`src/rtl/i_merge4_rr.sv`:
```
// i_merge4_rr: 4:1 packet-atomic round-robin merge with a 2-entry output skid stage.
// Optional route tagging of header beats is enabled by defining I_MERGE4_ROUTE_TAG_EN.
//
// state   | meaning
// --------+----------------------------------------------------------
// ST_IDLE | between packets; arbitrate, next accepted beat is a header
// ST_PKT  | mid-packet; only the granted port may push beats
module i_merge4_rr #(
   parameter logic [1:0] RESET_LAST_GRANT = 2'd3
) (
   input  logic        clk,
   input  logic        reset_n,
   input  logic        I0_TVALID,
   output logic        I0_TREADY,
   input  logic [63:0] I0_TDATA,
   input  logic        I0_TLAST,
   input  logic        I1_TVALID,
   output logic        I1_TREADY,
   input  logic [63:0] I1_TDATA,
   input  logic        I1_TLAST,
   input  logic        I2_TVALID,
   output logic        I2_TREADY,
   input  logic [63:0] I2_TDATA,
   input  logic        I2_TLAST,
   input  logic        I3_TVALID,
   output logic        I3_TREADY,
   input  logic [63:0] I3_TDATA,
   input  logic        I3_TLAST,
   output logic        O_TVALID,
   input  logic        O_TREADY,
   output logic [63:0] O_TDATA,
   output logic        O_TLAST,
   output logic [1:0]  O_GRANT,
   output logic        O_BUSY
);

   localparam logic ST_IDLE = 1'b0;
   localparam logic ST_PKT  = 1'b1;

   logic [3:0]  in_valid;
   logic [3:0]  in_last;
   logic [63:0] in_data [4];

   assign in_valid = {I3_TVALID, I2_TVALID, I1_TVALID, I0_TVALID};
   assign in_last  = {I3_TLAST, I2_TLAST, I1_TLAST, I0_TLAST};
   assign in_data[0] = I0_TDATA;
   assign in_data[1] = I1_TDATA;
   assign in_data[2] = I2_TDATA;
   assign in_data[3] = I3_TDATA;

   logic        state_q, state_d;
   logic [1:0]  last_q, last_d;
   logic [1:0]  gnt_q, gnt_d;
   logic        run_q;
   logic [1:0]  cnt_q, cnt_d;
   logic [64:0] ent0_q, ent0_d;
   logic [64:0] ent1_q, ent1_d;

   logic [1:0]  sel;
   logic [1:0]  arb_idx;
   logic        found;
   logic [1:0]  cur;
   logic        cur_ok;
   logic        skid_not_full;
   logic [3:0]  in_ready;
   logic        accept;
   logic        pop;
   logic [63:0] acc_data;
   logic        acc_last;
   logic [63:0] push_data;

   // Search starts just after the last packet owner, so that owner ranks lowest.
   always_comb begin
      sel     = last_q;
      arb_idx = last_q;
      found   = 1'b0;
      for (int i = 1; i <= 4; i++) begin
         arb_idx = last_q + 2'(i);
         if (!found && in_valid[arb_idx]) begin
            sel   = arb_idx;
            found = 1'b1;
         end
      end
   end

   // run_q keeps every ready low while reset is held and for the first edge after it.
   assign skid_not_full = run_q & (cnt_q != 2'd2);
   assign cur           = (state_q == ST_IDLE) ? sel : gnt_q;
   assign cur_ok        = (state_q == ST_IDLE) ? found : 1'b1;
   assign in_ready      = (cur_ok && skid_not_full) ? (4'b0001 << cur) : 4'b0000;
   assign accept        = |(in_ready & in_valid);
   assign pop           = (cnt_q != 2'd0) & O_TREADY;

   always_comb begin
      acc_data = in_data[cur];
      acc_last = in_last[cur];
   end

`ifdef I_MERGE4_ROUTE_TAG_EN
   always_comb begin
      if (state_q == ST_IDLE) begin
         push_data = {acc_data[63:56], acc_data[53:48], cur, acc_data[47:0]};
      end else begin
         push_data = acc_data;
      end
   end
`else
   assign push_data = acc_data;
`endif

   always_comb begin
      state_d = state_q;
      last_d  = last_q;
      gnt_d   = gnt_q;
      if (accept) begin
         if (state_q == ST_IDLE) begin
            last_d = cur;
            if (!acc_last) begin
               state_d = ST_PKT;
               gnt_d   = cur;
            end
         end else if (acc_last) begin
            state_d = ST_IDLE;
         end
      end
   end

   // ent0 is always the head; a push while full cannot happen since ready was low.
   always_comb begin
      cnt_d  = cnt_q;
      ent0_d = ent0_q;
      ent1_d = ent1_q;
      case ({accept, pop})
         2'b10: begin
            if (cnt_q == 2'd0) begin
               ent0_d = {acc_last, push_data};
            end else begin
               ent1_d = {acc_last, push_data};
            end
            cnt_d = cnt_q + 2'd1;
         end
         2'b01: begin
            ent0_d = ent1_q;
            cnt_d  = cnt_q - 2'd1;
         end
         2'b11: begin
            if (cnt_q == 2'd1) begin
               ent0_d = {acc_last, push_data};
            end else begin
               ent0_d = ent1_q;
               ent1_d = {acc_last, push_data};
            end
         end
         default: begin
            cnt_d = cnt_q;
         end
      endcase
   end

   always_ff @(posedge clk or negedge reset_n) begin
      if (!reset_n) begin
         state_q <= ST_IDLE;
         last_q  <= RESET_LAST_GRANT;
         gnt_q   <= 2'd0;
         run_q   <= 1'b0;
         cnt_q   <= 2'd0;
         ent0_q  <= '0;
         ent1_q  <= '0;
      end else begin
         state_q <= state_d;
         last_q  <= last_d;
         gnt_q   <= gnt_d;
         run_q   <= 1'b1;
         cnt_q   <= cnt_d;
         ent0_q  <= ent0_d;
         ent1_q  <= ent1_d;
      end
   end

   assign I0_TREADY = in_ready[0];
   assign I1_TREADY = in_ready[1];
   assign I2_TREADY = in_ready[2];
   assign I3_TREADY = in_ready[3];

   assign O_TVALID = (cnt_q != 2'd0);
   assign O_TDATA  = ent0_q[63:0];
   assign O_TLAST  = O_TVALID & ent0_q[64];
   assign O_GRANT  = gnt_q;
   assign O_BUSY   = (state_q == ST_PKT);

   a_out_stable: assert property (@(posedge clk) disable iff (!reset_n)
      (O_TVALID && !O_TREADY) |=> (O_TVALID && $stable(O_TDATA) && $stable(O_TLAST)));

   a_one_ready: assert property (@(posedge clk) disable iff (!reset_n)
      $onehot0(in_ready));

endmodule

```
`config.mk`:
```
export PLATFORM = sky130hd
export DESIGN_NAME = i_merge4_rr
export DESIGN_NICKNAME = d
export VERILOG_FILES = /design/src/rtl/i_merge4_rr.sv
export SDC_FILE = /design/constraint.sdc
export NUM_CORES = 1
export LEC_CHECK = 0
export ABC_AREA = 1
export BUFFER_PORTS_ARGS = -buffer_cell sky130_fd_sc_hd__buf_4
export CAP_MARGIN = 25
export CORE_ASPECT_RATIO = 2
export CORE_MARGIN = 5
export CORE_UTILIZATION = 45
export DETAILED_ROUTE_END_ITERATION = 8
export GPL_ROUTABILITY_DRIVEN = 0
export HOLD_SLACK_MARGIN = 0.02
export MAX_ROUTING_LAYER = met4
export PLACE_DENSITY = 0.74
export SETUP_SLACK_MARGIN = 0.1
export SLEW_MARGIN = 20
export SYNTH_ARGS = -nofsm -noshare
export SYNTH_HDL_FRONTEND = slang
export SYNTH_SLANG_ARGS = --single-unit
```
`constraint.sdc`:
```
create_clock -name clk -period 6.43 [get_ports clk]
set_clock_uncertainty 0.2 [all_clocks]
set_input_delay 0.643 -clock clk [delete_from_list [all_inputs] [get_ports clk]]
set_output_delay 0.643 -clock clk [all_outputs]
set_load 0.02 [all_outputs]
```
* After elaboration in Yosys (flattened, before gate mapping)
Cells that the tools add are included.
** Word-level totals
- Output and inout bits :: 73
- Bits of input ports :: 267
- Register bits after elaboration :: 138
** Operators by class
- Bitwise operators :: 7
- Shift-type cells :: 1
- Add/subtract/negate cells :: 5
- $lt $le $gt $ge :: 6
- Muxes and demuxes :: 32
- Reduce and logical (&&, ||, !) cells :: 17
- Eq/ne operators :: 8
** Operators by type and width (number)
- $mux 65 :: 4
- $pmux 65 s3 :: 1
- $pmux 65 s2 :: 1
- $bmux 64 s2 :: 1
- $mux 64 :: 2
- $lt 2x3->1 const B :: 5
- $mux 1 :: 11
- $bmux 1 s2 :: 5
- $mux 2 :: 5
- $ne 2x2->1 const B :: 4
- $reduce_and 3->1 :: 2
- $reduce_bool 2->1 :: 3
- $add 2x1->2 const B :: 2
- $add 2x2->2 const B :: 2
- $and 4x4->4 :: 1
- $eq 2x1->1 const B :: 2
- $eq 2x2->1 const B :: 2
- $logic_and 1x1->1 :: 4
- $mux 4 :: 1
- $pmux 2 s2 :: 1
- $reduce_and 2->1 :: 2
- $reduce_or 4->1 :: 1
- $shl 1x2->4 const A :: 1
- $and 1x1->1 :: 3
- other kinds (7) :: 10

* Logic depth before layout (Yosys ltp)
Gate-level depths: netlist of run 1.
- Depth in word-level cells :: 21
- Gate-level depth with buffers :: 25
- Depth with buffers taken out :: 22

* Least setup slack after synthesis of run 1
OpenSTA, ideal clock, no wires.
- Path type :: register to register
- From :: reg last_q[0]
- To :: reg ent0_q[55]
- Slack :: 3.142 ns
- Stages on the path, launching flop included :: 26
- Arrival :: 2.971 ns
- Clock period less this slack :: 3.288 ns
- Setup time :: 0.117 ns
- Path through :: dfstp_2 > buf_4 > inv_4 > nand2_1 > nand2_1 > nand2_1 > nand2_1 > inv_2 > nand3_1 > nand3_1 > nand2_1 > nand2_1 > nand2_2 > nand3_1 > nand2_2 > inv_1 > nand2_1 > ha_1 > inv_1 > nor2_1 > o21ai_0 > clkbuf_1 > clkbuf_1 > o22ai_1 > nand2_1 > nand2_1
** On the way
- Word-level cells in the longest chain between the ends :: 21
- Elaborated cells between the ends (all ways) :: 45
- Classes of those cells :: add/sub (3); eq/ne (4); shift (1); mux (25); bitwise (2); reduce/logical (10)
** Ends and longest elaborated chain
- from (decl) :: RTL line 52 : logic [1:0] last_q, last_d;
- from (signal assigned) :: RTL line 171 : last_q <= last_d;
- $add 2x1->2 :: RTL line 78 : arb_idx = last_q + 2'(i);
- $bmux 1 s2 :: RTL line 79 : if (!found && in_valid[arb_idx]) begin
- $mux 1 (not written as such) :: RTL line 79
- $mux 1 :: RTL line 79
- $logic_not 1->1 :: RTL line 79
- $logic_and 1x1->1 :: RTL line 79
- $mux 1 :: RTL line 79
- $logic_not 1->1 :: RTL line 79
- [... 6 more ...]
- $shl 1x2->4 / $logic_and 1x1->1 (equally long branches) :: RTL line 90 : assign in_ready = (cur_ok && skid_not_full) ? (4'b0001 << cur) : 4'b0000;
- $mux 4 (*) :: RTL line 90
- $and 4x4->4 (*) :: RTL line 91 : assign accept = |(in_ready & in_valid);
- $reduce_or 4->1 (*) :: RTL line 91
- via accept :: RTL line 66 : logic accept;
- $eq 2x2->1 / $eq 2x1->1 (equally long branches) :: RTL line 133 : case ({accept, pop})
- $ne 2x2->1 (no source line) / $reduce_bool 3->1 (equally long branches)
- $reduce_and 2->1 (no source line)
- to (signal assigned) :: RTL line 175 : ent0_q <= ent0_d;
- to (decl) :: RTL line 56 : logic [64:0] ent0_q, ent0_d;
Mark *: on every way through the listed nets, which the timed path passes. The rest lies on a longest branch. The select of a mux whose other input is x is not followed.
A chain may end at the register's enable or synchronous reset.

* Worst setup path in the final report of run 1
- From :: reg last_q[0]
- To :: reg ent0_q[11]
** On the way
- Word-level cells in the longest chain between the ends :: 21
- Elaborated cells between the ends (all ways) :: 45
- Classes of those cells :: add/sub (3); eq/ne (4); shift (1); mux (25); bitwise (2); reduce/logical (10)
** Ends and longest elaborated chain (RTL line)
- $add 2x1->2 :: 78
- $bmux 1 s2 :: 79
- $mux 1 (not written as such) :: 79
- $mux 1 :: 79
- $logic_not 1->1 :: 79
- $logic_and 1x1->1 :: 79
- $mux 1 :: 79
- $logic_not 1->1 :: 79
- [... 5 more ...]
- $mux 2 / $mux 1 (equally long branches) :: 88, 89
- $shl 1x2->4 / $logic_and 1x1->1 (equally long branches) :: 90
- $mux 4 :: 90
- $and 4x4->4 :: 91
- $reduce_or 4->1 :: 91
- $eq 2x2->1 / $eq 2x1->1 (equally long branches) :: 133
- $ne 2x2->1 (no source line) / $reduce_bool 3->1 (equally long branches)
- $reduce_and 2->1 (no source line)
Parallel ways exist; a longest one is shown, timed or not. The select of a mux whose other input is x is not followed.

==> impl_metrics.csv, run 1 <==
group,metric,value,unit
cts,cts_inserted_buffers,17,
status,failed_checks,"hold timing",
cts,cts_hold_buf,0,
finish,drive_gt1_share,25.5,%
placement,post-place-ws,1.62,ns
floorplan,io_pins,340,
sta,setup_viol,0,
cts,clock_latency,0.41,ns
cts,cts_tree,"yes",
placement,portBuffers,339,
worst_setup_path,path_max_fanout,34,
sta,min_period,4.73,ns
worst_setup_path,cp_data_required_time,6.52,ns
sta,fmax,0.212,GHz
cts,clkTransAtPathRegs,0.06,ns
cts,cts_max_level,4,
worst_setup_path,critPathSlowestCell,"o21ai_4",
flow_run,drv_cap,0,
sta,tns,0,ns
finish,layout_common_cells,"nand2_1, buf_4, nand3_1",
pwr,p_per_area,655,nW/um^2
sta,fin_hold_ws,-0.00604,ns
sta,min_period_over_period,73.5,%
detailed_routing,wire_per_inst,16.2,um
cts,cts_resized,0,
worst_setup_path,worst_ep_arrival_time,4.82,ns
grt,overflow,0,
worst_setup_path,crit_family,"compound AO/OA/AOI/OAI gates",
sta,finalMaxSlewViolations,0,
floorplan,core_area,19400,sq um
logic_synthesis,synth_top_area_share,38.3,%
detailed_routing,routed_wl,29300,um
worst_setup_path,crit_type,"register to register",
floorplan,dieArea,22800,sq um
finish,layout.nets,1810,
grt,grt_antenna_before_repair,0,
detailed_routing,drtIter0Drc,572,
floorplan,rows,72,
finish,fin_area,11500,sq um
floorplan,die_h,209,um
cts,cts_buffer_depth,2,
pwr,peakVddDrop,0.000395,V
logic_synthesis,synth.area.top_cells,"dfrtp_1, nand2_1, nand3_1, buf_4, o22ai_1",
detailed_routing,drc,0,
worst_setup_path,cp-end-kind,"register",
floorplan,initial_utilization,45.9,%
logic_synthesis,yosys.area.top_type,"dfrtp_1",
grt,grt_pass1_vias,9402,
worst_setup_path,critPathLaunchType,"register",
sta,slew_headroom,36.6,%
cts,root_buffer,"clkbuf_16",
detailed_routing,vias_per_cell,5.20,
worst_setup_path,cpMostUsedCell,"nand2_1",
status,outcome,"finished, violations left",
finish,layout_commonest_cell,"nand2_1",
logic_synthesis,ys_ff_latch,138,
sta,worstMarginPinSlew,0.952,ns
logic_synthesis,syn_inst,1323,
logic_synthesis,yosysWarnings,0,
grt,grt_start_max_net_pins,96,
worst_setup_path,max_stage_delay,0.76,ns
sta,fin_ws,1.70,ns
floorplan,die_w,109,um
sta,rsz0062_at_grt,"false",
detailed_routing,vias,9410,
cts,clock_sinks,138,
sta,hold_viol,2,
logic_synthesis,synth_cell_types,27,
grt,grt_pass1_wl,45700,um
placement,placed_cell_area,11000,sq um
detailed_routing,ant_nets,0,
logic_synthesis,synth-seq-area-share,38.9,%
min_path,min_path_type,"input port to asynchronous set/reset pin",
finish,area_delta_synth_final,29.7,%
cts,postCtsSetupRepairBufs,0,
finish,diodes,0,
grt,track_usage,26.0,%
logic_synthesis,syn-num-nets,1596,
worst_setup_path,path_cells,"inv_4, nand2_1, nand2_1, nand2_1, nand2_1, inv_2, nand3_1, nand3_1, nand2_1, a21oi_4, nand3_1, nand2_1, nor2_1, ha_1, o21ai_4, buf_4, o22ai_1, nand2_1, nand2_1",
placement,hpwl,21100,um
worst_setup_path,crit_buf_inv,3,
logic_synthesis,netlist_area,8890,sq um
logic_synthesis,synth.avg_cell_area,6.72,sq um
detailed_routing,first_pass_iters,5,
pwr,leakage,6.28,nW
stage by stage:
step           utilization (%)  cells  power, mW
2_1_floorplan                -   1323       5.41
3_3_place_gp              56.5   1777       6.49
3_5_place_dp              56.5   1777       6.59
4_1_cts                   59.6   1808       7.59
5_1_grt                   59.6   1808       8.27
6_report                  59.6   1808       7.55
registers in the layout (all words and copies together), names as in the netlist:
name and cells:
ent0_q 65, ent1_q 65, O_GRANT 2, cnt_q 2
last_q 2, O_BUSY 1, run_q 1
logic make-up after synthesis:
group                    after synthesis  share of synthesized area, %
AO/OA/AOI/OAI                        145                          9.39
other                                  1                        0.0422
buffers and inverters                238                          14.0
XOR/XNOR                               2                         0.197
adder cells (fa/ha/maj)                6                         0.844
flip-flops                           138                          38.9
AND/OR/NAND/NOR                      793                          36.7
area by class of cell:
class / count / area (sq um)
clock buffer: 25 / 495
clock inverter: 6 / 87.6
fill: 1852 / 7830
inverter: 82 / 313
multi-input combinational: 947 / 4220
sequential: 138 / 3460
tap: 259 / 324
timing repair buffer: 351 / 2640
power by group:
group	switching (mW)	total, mW	internal (mW)	leakage (nW)
registers	0.244	1.56	1.32	1.73
clock network	0.363	0.973	0.610	0.276
logic	3.39	5.02	1.62	4.28
total	4.00	7.55	3.55	6.28
worst paths after layout:
check                      startpoint         end  slack (ns)  cells past startpoint
min in group clk           ent1_q[38]  ent1_q[38]        0.28                      2
max in group asynchronous     reset_n  ent0_q[27]        4.68                      2
hold / removal                reset_n  ent0_q[60]      -0.006                      1
hold reg to reg            ent1_q[38]  ent1_q[38]        0.28                      2
setup / recovery            last_q[0]  ent0_q[11]        1.70                     19
setup reg to reg            last_q[0]  ent0_q[11]        1.70                     19
per-layer routing:
metal,up-vias,global-route usage [%],wire length (um)
met3,64,3.71,1940
met1,4342,27.2,10800
met5,-,-,0
li1,4618,-,-
met4,0,11.5,1120
met2,386,47.0,15500
Yosys cell counts:
library cell  count
nand2_1         565
nand3_1         209
dfrtp_1         136
inv_1            78
buf_4            72
o21ai_0          70
o22ai_1          65
clkbuf_1         48
buf_2            27
nor2_1           12
a21oi_1           6
buf_6             6
ha_1              6
nand2_2           4
buf_1             3
inv_2             3
dfstp_2           2
xnor2_1           2
a21oi_4           1
conb_1            1
inv_4             1
nand3_2           1
nand4_1           1
o211ai_1          1
o21ai_1           1
o21bai_4          1
or2_2             1
Note: power is estimated with default switching activity, not from simulation.
==> run 2: changes to the inputs <==
PLACE_DENSITY = 0.77   (was 0.74)
clock period = 4.2 ns   (was 6.43 ns; I/O delays follow)
==> run 2 against run 1 <==
Against the previous run: the flow now finishes without violations; sequential power rose by 53%; sequential share of layout area fell by 0.41 points; wire length fell by 2.1%; core utilization rose by 0.83 points; clock-buffer cell count fell by 3; combinational power rose by 55%; clock power rose by 59%; critical path depth did not move; final cell count rose by 0.50%; maximum frequency rose by 27%; total power rose by 55%; worst setup slack got worse by 1.2 ns; largest cell class unchanged.
==> impl_metrics.csv, run 2 (synthesis gave the netlist of run 1 again) <==
group,metric,value,unit
status,outcome,"finished clean",
worst_setup_path,cp-end-kind,"register",
min_path,worstHoldEndpoint,"ent1_q[55]",
grt,overflow,0,
floorplan,die_w,109,um
grt,track_usage,25.5,%
sta,setup_viol,0,
pwr,leakage,6.36,nW
detailed_routing,routed_wl,28700,um
floorplan,initial_utilization,45.9,%
worst_setup_path,cp_data_required_time,4.30,ns
detailed_routing,vias_per_cell,5.18,
floorplan,core_area,19400,sq um
pwr,power.switching,6.13,mW
worst_setup_path,r2r_start,"last_q[0]",
min_path,hp-start,"I1_TDATA[55]",
detailed_routing,drc,0,
sta,finalMaxSlewViolations,0,
worst_setup_path,r2r_cells,19,
cts,cts_tree,"yes",
detailed_routing,drtIter0Drc,415,
finish,area_delta_synth_final,31.6,%
finish,fin_area,11700,sq um
finish,layout_common_cells,"nand2_1, buf_4, nand3_1",
sta,slew_headroom,43.1,%
grt,grt_pass1_vias,9099,
worst_setup_path,crit_type,"register to register",
pwr,p_per_area,1000,nW/um^2
worst_setup_path,critPathLaunchType,"register",
min_path,hold-path-cell-count,5,
pwr,combinationalPowerShare,66.4,%
placement,hpwl,20600,um
pwr,seq_power_share,20.4,%
worst_setup_path,worst_ep_arrival_time,3.82,ns
finish,reg_top3,"ent0_q x65, ent1_q x65",
finish,multiInputGateArea,4240,sq um
finish,stdcell_count,1817,
placement,portBuffers,339,
finish,layout.nets,1818,
grt,grt_antenna_before_repair,0,
floorplan,io_pins,340,
cts,cts_inserted_buffers,17,
grt,grt_start_max_net_pins,75,
sta,fin_hold_ws,0.196,ns
floorplan,dieArea,22800,sq um
worst_setup_path,cp-startpoint,"last_q[0]",
worst_setup_path,rrSetupSlack,0.48,ns
min_path,min_path_type,"input port to register",
sta,tns,0,ns
placement,placed_cell_area,11000,sq um
worst_setup_path,timing.rr.end,"ent0_q[63]",
finish,n_fill_cell,1818,
finish,diodes,0,
floorplan,rows,72,
floorplan,die_h,209,um
cts,clock_sinks,138,
cts,cts_buffer_depth,2,
pwr,p_int,5.60,mW
detailed_routing,first_pass_iters,5,
pwr,peakVddDrop,0.00101,V
finish,drive_gt1_share,26.0,%
sta,rsz0062_at_grt,"false",
cts,root_buffer,"clkbuf_16",
sta,min_period_over_period,88.6,%
placement,dp.cells,1781,
sta,worstMarginPinSlew,0.853,ns
flow_run,drv_cap,0,
detailed_routing,vias,9420,
pwr,swShare,52.3,%
cts,clock_latency,0.42,ns
cts,clkTransAtPathRegs,0.06,ns
sta,hold_viol,0,
finish,post-route-util,60.4,%
finish,layout_commonest_cell,"nand2_1",
finish,seq_area,3460,sq um
worst_setup_path,path_max_fanout,74,
detailed_routing,ant_nets,0,
grt,grt_pass1_wl,45100,um
sta,min_period,3.72,ns
pwr,clkPwrFrac,13.2,%
detailed_routing,wire_per_inst,15.8,um
sta,fmax,0.269,GHz
cts,cts_max_level,4,
## run 2: final cells by class
type,count,area share (%)
flip-flops and latches,138,29.5
clock buffers,22,3.97
repair buffers,358,23.6
inverters,82,2.67
multi-input cells,948,36.2
clock inverters,10,1.22
well taps,259,2.77
## run 2: power groups by stage
stage	Sequential (mW)	Clock, mW	Combinational (mW)
finish	2.39	1.55	7.79
global route	2.46	1.62	8.72
CTS	2.38	1.57	7.80
detailed placement	2.40	0	7.76
global placement	2.38	0	7.57
floorplan	2.29	0	5.98
## run 2: worst max-delay path by stage
stage	slack (ns)	to
2_1_floorplan	0.91	ent0_q[55]
3_3_place_gp	0.24	ent0_q[11]
3_5_place_dp	0.11	ent0_q[22]
4_1_cts	0.26	ent0_q[22]
5_1_grt	0.19	ent0_q[61]
6_report	0.48	ent0_q[63]
## run 2: critical path, stage by stage (launching register included)
cell	delay, ns
dfstp_2	0.63
inv_4	0.08
nand2_1	0.09
nand2_1	0.10
nand2_1	0.07
nand2_1	0.10
nand2_1	0.09
nand2_1	0.05
nand2_1	0.06
nand3_2	0.09
nand2_4	0.08
buf_4	0.55
inv_4	0.42
buf_12	0.32
nand2_1	0.09
nand3_1	0.09
nand2_1	0.12
o22ai_1	0.09
nand2_1	0.15
nand2_1	0.07
## run 2: stage by stage
stage          power, mW  setup slack [ns]
2_1_floorplan       8.28             0.912
4_1_cts             11.8             0.256
3_3_place_gp        9.95             0.239
6_report            11.7             0.479
3_5_place_dp        10.2             0.115
5_1_grt             12.8             0.188
## run 2: layer usage
| metal | routed length [um] | vias to the layer above | part of all wire [%] | GRT usage [%] |
|---|---|---|---|---|
| li1 | - | 4642 | - | - |
| met1 | 10600 | 4322 | 37 | 27.1 |
| met2 | 15100 | 395 | 53 | 45.3 |
| met3 | 2220 | 61 | 7.7 | 5.00 |
| met4 | 861 | 0 | 3.0 | 10.0 |
| met5 | 0 | - | 0 | - |
## run 2: repair_timing
action,CTS,global route
setup endpoints to repair,2,49
buffers inserted,0,2
gates cloned,1,0
pin swaps,1,1
hold endpoints to repair,64,0
hold buffers,1,0
gates resized for setup,0,2
==> run 3: changes to the inputs <==
PLACE_DENSITY = 0.74   (was 0.77)
clock period = 4.1 ns   (was 4.2 ns; I/O delays follow)
==> run 3 against run 2 <==
Against the previous run: core utilization up 0.41 points; combinational power up 3.3%; worst hold slack better by 0.00059 ns; wire length up 3.6%; sequential share of layout area down 0.20 points; clock-buffer cell count down 2; total power up 3.7%; sequential power up 3%; via count about the same; non-clock buffer count up 2; final area up 0.67%.
==> impl_metrics.csv, run 3 (synthesis gave the netlist of run 1 again) <==
group,metric,value,unit
cts,cts_max_level,4,
pwr,seq_power_share,20.2,%
finish,layout_commonest_cell,"nand2_1",
pwr,clkPwrFrac,13.6,%
detailed_routing,first_pass_iters,6,
worst_setup_path,cp-end-kind,"register",
worst_setup_path,cp_data_required_time,4.20,ns
placement,post-place-ws,0.196,ns
sta,worstMarginPinSlew,0.874,ns
grt,track_usage,26.4,%
pwr,power.switching,6.33,mW
flow_run,drv_cap,0,
worst_setup_path,r2r_start,"last_q[0]",
detailed_routing,wire_per_inst,16.4,um
min_path,min_path_type,"input port to register",
pwr,combinationalPowerShare,66.3,%
worst_setup_path,critPathSlowestCell,"o21ai_2",
worst_setup_path,critPathLaunchType,"register",
floorplan,die_h,209,um
cts,root_buffer,"clkbuf_16",
finish,reg_top3,"ent0_q x65, ent1_q x65",
sta,hold_viol,0,
finish,n_fill_cell,1880,
detailed_routing,vias_per_cell,5.18,
status,outcome,"finished clean",
worst_setup_path,worst_ep_arrival_time,3.79,ns
finish,drive_gt1_share,26.2,%
pwr,p_per_area,1030,nW/um^2
sta,fin_hold_ws,0.197,ns
sta,min_period_over_period,90.0,%
grt,overflow,0,
sta,tns,0,ns
sta,rsz0062_at_grt,"false",
pwr,swShare,52.1,%
floorplan,die_w,109,um
worst_setup_path,max_stage_delay,0.70,ns
finish,layout_common_cells,"nand2_1, buf_4, nand3_1",
grt,grt_pass1_wl,46500,um
detailed_routing,vias,9429,
finish,multiInputGateArea,4240,sq um
worst_setup_path,path_cells,"inv_4, nand2_1, nand2_1, nand2_1, nand2_1, inv_2, nand3_1, nand3_1, nand2_1, nand2_1, nand2_2, nand3_1, nand2_2, inv_1, nand2_1, ha_1, inv_1, nor2_4, o21ai_2, o22ai_1, nand2_1, nand2_1",
cts,cts_tree,"yes",
sta,slew_headroom,41.7,%
grt,grt_start_max_net_pins,102,
worst_setup_path,rrSetupSlack,0.41,ns
cts,cts_inserted_buffers,17,
min_path,hp-start,"I2_TDATA[54]",
grt,grt_pass1_vias,9292,
worst_setup_path,timing.rr.end,"ent0_q[63]",
worst_setup_path,cpMostUsedCell,"nand2_1",
pwr,peakVddDrop,0.000644,V
sta,fin_ws,0.411,ns
placement,hpwl,21300,um
placement,portBuffers,339,
sta,setup_viol,0,
floorplan,core_area,19400,sq um
floorplan,initial_utilization,45.9,%
floorplan,io_pins,340,
floorplan,rows,72,
detailed_routing,ant_nets,0,
pwr,p_int,5.83,mW
sta,min_period,3.69,ns
finish,area_delta_synth_final,32.4,%
cts,clock_latency,0.42,ns
detailed_routing,routed_wl,29800,um
sta,fmax,0.271,GHz
pwr,leakage,6.39,nW
sta,finalMaxSlewViolations,0,
worst_setup_path,r2r_cells,22,
min_path,worstHoldEndpoint,"ent1_q[54]",
detailed_routing,drc,0,
worst_setup_path,path_max_fanout,16,
cts,cts_buffer_depth,2,
worst_setup_path,crit_type,"register to register",
floorplan,dieArea,22800,sq um
finish,layout.nets,1820,
min_path,hold-path-cell-count,5,
cts,clock_sinks,138,
finish,seq_area,3460,sq um
cts,clkTransAtPathRegs,0.06,ns
detailed_routing,drtIter0Drc,607,
grt,grt_antenna_before_repair,1,
[run 3: worst max path at each step]
stage,startpoint,endpoint,slack (ns),depth (start not counted)
finish,last_q[0],ent0_q[63],0.41,22
global route,last_q[0],ent0_q[55],0.12,22
CTS,last_q[0],ent0_q[8],0.19,23
detailed placement,last_q[0],ent0_q[8],0.20,23
global placement,last_q[0],ent0_q[30],0.31,23
floorplan,last_q[0],ent0_q[55],0.81,25
[run 3: cell type report]
type	instances	area share, %
Multi-Input combinational cell	948	36.0
Sequential cell	138	29.3
Timing Repair Buffer	360	23.8
Clock buffer	20	3.96
Tap cell	259	2.75
Inverter	82	2.66
Clock inverter	11	1.43
Antenna cell	1	0.0213
[run 3: per-layer routing]
| layer | vias up | GRT usage [%] | part of all wire, % |
|---|---|---|---|
| met3 | 57 | 5.19 | 7.3 |
| met4 | 0 | 11.0 | 3.4 |
| met2 | 386 | 46.5 | 53 |
| met1 | 4340 | 28.2 | 37 |
| li1 | 4646 | - | - |
| met5 | - | - | 0 |
[run 3: power groups by stage]
stage / sequential, mW / combinational (mW) / clock, mW
2_1_floorplan: 2.35 / 6.13 / 0
3_3_place_gp: 2.44 / 7.87 / 0
3_5_place_dp: 2.47 / 8.04 / 0
4_1_cts: 2.45 / 8.07 / 1.68
5_1_grt: 2.52 / 9.06 / 1.74
6_report: 2.45 / 8.05 / 1.65
[run 3: repair_timing]
item / in CTS / in global routing
buffers inserted: 0 / 1
resized for setup: 0 / 3
setup endpoints to repair: 0 / 59
hold buffers: 1 / 0
hold endpoints to repair: 97 / 0
[run 3: critical path, delay by kind of cell (launching register included)]
| family | cells | cell delay, ns |
|---|---|---|
| simple gates | 15 | 1.25 |
| compound gates | 2 | 0.85 |
| flops | 1 | 0.64 |
| buf+inv | 4 | 0.36 |
| fa+ha+maj | 1 | 0.27 |
[run 3: through the flow]
| stage | power, mW | instances | area [sq um] | utilization (%) |
|---|---|---|---|---|
| floorplan | 8.48 | 1323 | 8890 | - |
| global placement | 10.3 | 1783 | 11100 | 57.1 |
| detailed placement | 10.5 | 1783 | 11100 | 57.1 |
| CTS | 12.2 | 1815 | 11700 | 60.4 |
| global route | 13.3 | 1819 | 11800 | 60.8 |
| finish | 12.2 | 1819 | 11800 | 60.8 |
